File: config.mk
export PLATFORM = sky130hd
export DESIGN_NAME = multicycle_control_unit
export DESIGN_NICKNAME = d
export VERILOG_FILES = /design/src/rtl/multicycle_control_unit.sv
export SDC_FILE = /design/constraint.sdc
export NUM_CORES = 1
export LEC_CHECK = 0
export ABC_AREA = 1
export CAP_MARGIN = 30
export CORE_ASPECT_RATIO = 1.1
export CORE_UTILIZATION = 40
export DETAILED_ROUTE_END_ITERATION = 8
export GPL_TIMING_DRIVEN = 1
export HOLD_SLACK_MARGIN = 0.08
export MAX_ROUTING_LAYER = met4
export PLACE_DENSITY = 0.79
export SLEW_MARGIN = 0
export SYNTH_ARGS = -nofsm -noshare
export SYNTH_HDL_FRONTEND = slang
export SYNTH_SLANG_ARGS = --single-unit
export TNS_END_PERCENT = 10
File: constraint.sdc
create_clock -name clk -period 2.5 [get_ports clk]
set_input_delay 0.625 -clock clk [delete_from_list [all_inputs] [get_ports clk]]
set_output_delay 0.625 -clock clk [all_outputs]
set_load 0.03 [all_outputs]
File: src/rtl/multicycle_control_unit.sv
// Multi-cycle RV32I control FSM with parametrised memory wait states.
// Optional feature: define BRANCH_EXT_EN to add bne/blt/bge to the branch decode.
module multicycle_control_unit #(
    parameter int MEM_WAIT = 0,
    parameter int WAIT_W   = 4
) (
    input  logic       clk,
    input  logic       reset,
    input  logic [6:0] op,
    input  logic [2:0] funct3,
    input  logic [6:0] funct7,
    input  logic       Zero,
    input  logic       Lt,
    output logic       PCWrite,
    output logic       AdrSrc,
    output logic       MemWrite,
    output logic       IRWrite,
    output logic [1:0] ResultSrc,
    output logic [1:0] ALUSrcA,
    output logic [1:0] ALUSrcB,
    output logic [2:0] ALUControl,
    output logic [2:0] ImmSrc,
    output logic       RegWrite,
    output logic       Illegal,
    output logic [3:0] State
);
    localparam logic [3:0] S_FETCH    = 4'd0;
    localparam logic [3:0] S_DECODE   = 4'd1;
    localparam logic [3:0] S_MEMADR   = 4'd2;
    localparam logic [3:0] S_MEMREAD  = 4'd3;
    localparam logic [3:0] S_MEMWB    = 4'd4;
    localparam logic [3:0] S_MEMWRITE = 4'd5;
    localparam logic [3:0] S_EXECR    = 4'd6;
    localparam logic [3:0] S_EXECI    = 4'd7;
    localparam logic [3:0] S_ALUWB    = 4'd8;
    localparam logic [3:0] S_BRANCH   = 4'd9;
    localparam logic [3:0] S_JAL      = 4'd10;
    localparam logic [3:0] S_TRAP     = 4'd11;

    localparam logic [6:0] OP_LW  = 7'b0000011;
    localparam logic [6:0] OP_SW  = 7'b0100011;
    localparam logic [6:0] OP_R   = 7'b0110011;
    localparam logic [6:0] OP_I   = 7'b0010011;
    localparam logic [6:0] OP_JAL = 7'b1101111;
    localparam logic [6:0] OP_BR  = 7'b1100011;

    logic [3:0]        r_state;
    logic [3:0]        w_next;
    logic [WAIT_W-1:0] r_wait_cnt;
    logic              w_last;
    logic              w_mem_state;
    logic              w_alu_ok;
    logic [2:0]        w_func;
    logic              w_br_ok;
    logic              w_taken;
    logic              w_unused;

    assign w_unused    = &{1'b0, Lt, funct7[6], funct7[4:0]};
    assign w_last      = (r_wait_cnt == WAIT_W'(MEM_WAIT));
    assign w_mem_state = (r_state == S_FETCH) || (r_state == S_MEMREAD) || (r_state == S_MEMWRITE);
    assign State       = r_state;

    // ALU function for EXECR/EXECI; op[5] separates R-type (sub allowed) from I-type.
    always_comb begin
        w_alu_ok = 1'b1;
        w_func   = 3'b000;
        case (funct3)
            3'b000:  w_func = (op[5] && funct7[5]) ? 3'b001 : 3'b000;
            3'b010:  w_func = 3'b101;
            3'b110:  w_func = 3'b011;
            3'b111:  w_func = 3'b010;
            default: w_alu_ok = 1'b0;
        endcase
    end

    always_comb begin
        w_br_ok = 1'b1;
        w_taken = 1'b0;
        case (funct3)
            3'b000:  w_taken = Zero;
`ifdef BRANCH_EXT_EN
            3'b001:  w_taken = ~Zero;
            3'b100:  w_taken = Lt;
            3'b101:  w_taken = ~Lt;
`endif
            default: w_br_ok = 1'b0;
        endcase
    end

    always_comb begin
        w_next = r_state;
        case (r_state)
            S_FETCH:    if (w_last) w_next = S_DECODE;
            S_DECODE: begin
                case (op)
                    OP_LW, OP_SW: w_next = S_MEMADR;
                    OP_R:         w_next = S_EXECR;
                    OP_I:         w_next = S_EXECI;
                    OP_JAL:       w_next = S_JAL;
                    OP_BR:        w_next = S_BRANCH;
                    default:      w_next = S_TRAP;
                endcase
            end
            S_MEMADR:   w_next = (op == OP_LW) ? S_MEMREAD : S_MEMWRITE;
            S_MEMREAD:  if (w_last) w_next = S_MEMWB;
            S_MEMWB:    w_next = S_FETCH;
            S_MEMWRITE: if (w_last) w_next = S_FETCH;
            S_EXECR,
            S_EXECI:    w_next = w_alu_ok ? S_ALUWB : S_TRAP;
            S_ALUWB:    w_next = S_FETCH;
            S_JAL:      w_next = S_ALUWB;
            S_BRANCH:   w_next = w_br_ok ? S_FETCH : S_TRAP;
            default:    w_next = S_TRAP;
        endcase
    end

    always_ff @(posedge clk) begin
        if (reset) begin
            r_state    <= S_FETCH;
            r_wait_cnt <= '0;
        end else begin
            r_state <= w_next;
            if (w_next != r_state)
                r_wait_cnt <= '0;
            else if (w_mem_state)
                r_wait_cnt <= r_wait_cnt + 1'b1;
        end
    end

    // Mux selects follow the state; strobes in memory states fire only on the final wait cycle.
    always_comb begin
        PCWrite    = 1'b0;
        AdrSrc     = 1'b0;
        MemWrite   = 1'b0;
        IRWrite    = 1'b0;
        ResultSrc  = 2'b00;
        ALUSrcA    = 2'b00;
        ALUSrcB    = 2'b00;
        ALUControl = 3'b000;
        RegWrite   = 1'b0;
        Illegal    = 1'b0;
        case (r_state)
            S_FETCH: begin
                ALUSrcB   = 2'b10;
                ResultSrc = 2'b10;
                IRWrite   = w_last;
                PCWrite   = w_last;
            end
            S_DECODE: begin
                ALUSrcA = 2'b01;
                ALUSrcB = 2'b01;
            end
            S_MEMADR: begin
                ALUSrcA = 2'b10;
                ALUSrcB = 2'b01;
            end
            S_MEMREAD:  AdrSrc = 1'b1;
            S_MEMWB: begin
                ResultSrc = 2'b01;
                RegWrite  = 1'b1;
            end
            S_MEMWRITE: begin
                AdrSrc   = 1'b1;
                MemWrite = w_last;
            end
            S_EXECR: begin
                ALUSrcA    = 2'b10;
                ALUControl = w_func;
            end
            S_EXECI: begin
                ALUSrcA    = 2'b10;
                ALUSrcB    = 2'b01;
                ALUControl = w_func;
            end
            S_ALUWB:    RegWrite = 1'b1;
            S_JAL: begin
                ALUSrcA = 2'b01;
                ALUSrcB = 2'b10;
                PCWrite = 1'b1;
            end
            S_BRANCH: begin
                ALUSrcA    = 2'b10;
                ALUControl = 3'b001;
                PCWrite    = w_br_ok && w_taken;
            end
            S_TRAP:     Illegal = 1'b1;
            default:    Illegal = 1'b1;
        endcase
        if (reset) begin
            PCWrite  = 1'b0;
            MemWrite = 1'b0;
            IRWrite  = 1'b0;
            RegWrite = 1'b0;
            Illegal  = 1'b0;
        end
    end

    always_comb begin
        case (op)
            OP_SW:   ImmSrc = 3'b001;
            OP_BR:   ImmSrc = 3'b010;
            OP_JAL:  ImmSrc = 3'b011;
            default: ImmSrc = 3'b000;
        endcase
    end
endmodule

# Yosys cells after proc, flatten, opt, wreduce, memory -nomap -nowiden
# Cells that the tools add are included.
# classes
muxes	29
n_reduce_logical	18
eq_ne	20
add_sub_neg	1
# op_table
op	n
$pmux 4 s9	1
$pmux 4 s5	1
$eq 4x3->1 const B	4
$mux 4	4
$eq 7x6->1 const B	2
$eq 7x7->1 const B	2
$mux 1	14
$reduce_or 2->1	7
$eq 4x4->1 const B	3
$pmux 2 s2	3
$pmux 3 s4	1
$reduce_or 11->1	1
$eq 4x2->1 const B	2
$logic_not 4->1	2
$reduce_or 4->1	2
$eq 7x2->1 const B	1
$eq 7x5->1 const B	1
$eq 3x3->1 const B	2
$pmux 2 s3	1
$pmux 3 s2	1
$add 4x1->4 const B	1
$eq 4x1->1 const B	1
$ne 4x4->1	1
$eq 3x2->1 const B	1
other kinds (7)	9
# totals
out_inout_bits	22
regBits	8

# Longest topological paths before layout
# logic_depth
ltp_word	7
ltp_mapped	12
ltp_nobuf	12

# Worst setup path before layout
# No wires, ideal clock.
# synth_timing
path_type	register to output
start	register r_state[2] (netlist: State[2])
end	output ALUControl[2]
arrival_ns	1.829
required_ns	1.875
stages_incl_launch_ff	5
setup_slack_ns	0.046
path_buffers	0
cell_sequence	dfxtp_1 -> inv_2 -> nor2_2 -> nand2_1 -> nor4_1
# synth_between
elab_chain_cells	3
word_cells_on_any_way	5
classes_between	eq/ne (3); mux (1); reduce/logical (1)
# synth_lines
item	line_no	source
from (decl)	47	logic [3:0] r_state;
from (signal assigned)	122	r_state <= w_next;
$eq 4x3->1	142	case (r_state)
$reduce_or 2->1 (no line)	--	
$pmux 3 s2 (*)	142	
to (decl)	21	output logic [2:0] ALUControl,
# Every way passes the cells marked *; elsewhere a longest branch is shown, timed or not.

# Final worst setup path
# layout_timing
start	input op[4]
end	output ImmSrc[0]
# layout_between
elab_chain_cells	2
word_cells_on_any_way	4
classes_between	eq/ne (3); mux (1)
# layout_lines
item	line_no	source
from (decl)	9	input logic [6:0] op,
$eq 7x7->1 or $eq 7x6->1 (tied branches)	199	case (op)
$pmux 2 s3 (*)	199	
to (decl)	22	output logic [2:0] ImmSrc,
# Marks and branches as above.

==> metrics.md <==
| Metric | Value |
|---|---|
| Outcome | finished, final reports clean |
| Pwr dens | 1130 nW/um^2 |
| RD Place Congestion | between 0.8 and 0.9 |
| CTS Hold Bufs | 0 |
| Area fraction in compound gates after synthesis | around 6.6% |
| Largest family of logic cells by synthesized area | simple AND/OR/NAND/NOR gates |
| Crit. End Element | output port |
| Global-route wire length before repair | 4.27 mm |
| Setup TNS | 0 ps |
| DR WL/cell | ~11 um |
| Port bufs | 34 |
| Worst-skew pair later-pin latency | 240 ps |
| Antenna-violating nets left | 0 |
| RSZ-0062 raised after global routing | false |
| Syn Nets | 188 |
| Internal | between 600 and 700 uW |
| Core box area | 2060 sq um |
| Combinational share of power | 78.3% |
| Uppermost routed layer | met3 |
| Iter 0 DRT Violations | 31 |
| Clock skew | 2.49 ps |
| Largest net degree at the start of global routing | 8 |
| Critical path peak fanout | 3 |
| # setup viols final | 0 |
| CTS buffer count | 3 |
| Vias in the first global route | 1013 |
| Initial antenna violation count | 0 |
| Max clock buf depth | 2 |
| Hold_ws | a little under 600 ps |
| Register area | 160 sq um |
| DRT met1 WL | 1.18 mm |
| Max Freq | 421 MHz |
| Worst VDD drop | 0.832 mV |
| Seq cells post-synth | 8 |
| CP Data Required Time | 1880 ps |
| Total gr overflow | 0 |
| Routed met2 length | 1.21 mm |
| Residual DRC | 0 |
| Hold Crit Class | flop to flop |
| Layout cells sized above 1 | 17.2% |
| DP HPWL | 2.11 mm |
| Seq/Total Area, Yosys | 18.0% |
| Switching Fraction | approximately 57% |
| Die W | 47.0 um |
| Placement row count | 17 |
| Cell area after synthesis | just under 900 sq um |
| Met3 Wirelength | approximately 110 um |
| Final Cycle Share | between 90% and 100% |
| Netlist cell types | 26 |
| Sw power | approximately 830 uW |
| Fin nets | 228 |
| Area grow syn2layout | 44.5% |
| Clk slew on worst S/H paths | 50 ps |
| Maxcap violations | 0 |
| Crit path arrival time | ~1800 ps |
| Fillers | between 200 and 250 |
| Total Wirelength | 2.50 mm |
| R2r setup slk | 760 ps |
| CTS tree | done |
| CTS H-tree lvls | 1 |
| Starting Density | 43.2% |
| Via count | 1122 |
| Die ar. | ~2400 sq um |
| Flop pwr share | 15.5% |
| Footprint of the multi-input gates | 627 sq um |
| Vias/cell | 4.86 |
| Synth Area in XOR/XNOR | 2.95% |
| Clock root cell | clkbuf_4 |
| Clock share of power | 6.2% |
| Mux contribution to synthesized area | 0% |
| CTS sink count | 8 |
| Pins Over Slew Limit | 0 |
| Synth Area in Simple Gates | 57.1% |
| Setup crit start kind | primary input |
| Critical path class | primary input to output port |
| # diodes | 0 |
| Final hold violation count | 0 |
| Avg Cell Area, Syn | 5.41 sq um |
| Die H | roughly 50 um |
| Drt pass-1 iters | 4 |
| Synth Warn # | 0 |
| Io pins | 43 |
| Fin crit period | 2380 ps |
| Post-synthesis instance total | between 150 and 200 |
| Leak pwr | about 0.73 nW |
| Tot GR Track Use | 24.0% |
| Adder-Cell Fraction of Synth Area | about 2.8% |
through the flow:
| stage | instance area, sq um | cells | power, mW | worst slack, ps | utilization [%] |
|---|---|---|---|---|---|
| detailed placement | 1250 | 228 | 1.38 | 125 | 60.8 |
| global route | 1290 | 231 | 1.59 | 19.2 | 62.5 |
| floorplan | 892 | 165 | 1.01 | 46.2 | - |
| CTS | 1270 | 231 | 1.47 | 9.04 | 61.8 |
| global placement | 1250 | 228 | 1.36 | 147 | 60.8 |
| finish | 1290 | 231 | 1.46 | 122 | 62.5 |
cell families (layout without fill, tap and decap cells):
family | count (synthesis) | in the layout
adder cells (fa/ha/maj) | 2 | 2
buffers and inverters | 28 | 66
XOR/XNOR | 3 | 3
other | 1 | 1
AND/OR/NAND/NOR | 113 | 113
AO/OA/AOI/OAI | 10 | 10
flip-flops | 8 | 8
path summary, 6_finish.rpt:
kind	startpoint	end	cells after the start
min reg2reg	r_wait_cnt[3]	r_wait_cnt[3]	4
max	op[4]	ImmSrc[0]	7
max reg2reg	r_wait_cnt[0]	r_wait_cnt[0]	11
min	r_wait_cnt[3]	r_wait_cnt[3]	4
power groups by stage:
stage	Clock, mW	Combinational (mW)	Sequential [mW]
floorplan	0	0.746	0.262
global placement	0	1.14	0.226
global route	0.102	1.25	0.232
detailed placement	0	1.16	0.226
finish	0.0899	1.14	0.226
CTS	0.0940	1.15	0.224
routing by layer:
| layer | GRT usage (%) | up-vias |
|---|---|---|
| met1 | 32.3 | 504 |
| met3 | 5.56 | 0 |
| met4 | 2.38 | 0 |
| met2 | 38.0 | 27 |
| li1 | - | 591 |
| met5 | - | - |
synth_stat cells, drive strengths merged:
cell type	n	area, sq um
ha	2	25.0
o21ai	2	10.0
clkinv	1	3.75
xor2	3	26.3
buf	2	11.3
dfxtp	8	160
and2	1	6.26
conb	1	3.75
a21oi	3	15.0
nand3b	1	7.51
a211oi	1	7.51
inv	25	93.8
o211ai	1	7.51
a31oi	3	18.8
nand2	57	221
nand4	5	31.3
nand3	11	65.1
nor2	31	136
nor3	6	35.0
nor4	1	6.26
worst max-delay path, cell delays in order:
cell             delay, ps
clkdlybuf4s50_1        420
inv_1                   90
nand2_1                 80
nor2_1                 130
nand2_1                110
a21oi_2                120
buf_4                  160
state kept, by name (all words and copies together) (netlist names):
signal,flops
State,4
r_wait_cnt,4
repair_timing:
action                                  4_1_cts  5_1_grt
endpoints found under the setup margin        1        5
resized for setup                             1        5
setup buffers                                 0        0
endpoints found under the hold margin         0        0
cell type report:
type / instances / share of cell area [%]
flip-flops and latches: 8 / 12.4
well taps: 28 / 2.72
clock buffers: 3 / 1.75
multi-input cells: 129 / 48.6
inverters: 26 / 7.57
repair buffers: 37 / 26.9
placed cells by master, fill, tap and decap left out, types with 2 or more instances in the layout:
master,synthesis,layout
inv_2,4,4
dlymetal6s2s_1,0,4
buf_4,1,13
ha_1,2,2
nand3_2,2,2
nand2_1,54,54
nor2_2,8,8
nor3_1,5,5
clkbuf_4,0,3
inv_1,21,21
clkdlybuf4s50_1,0,19
xor2_1,3,3
o21ai_0,2,2
nand4_1,5,5
a31oi_1,3,3
dfxtp_1,8,8
nor2_1,23,23
nand2_2,3,3
a21oi_1,3,2
nand3_1,9,9
Power figures use the tool's default switching activity.
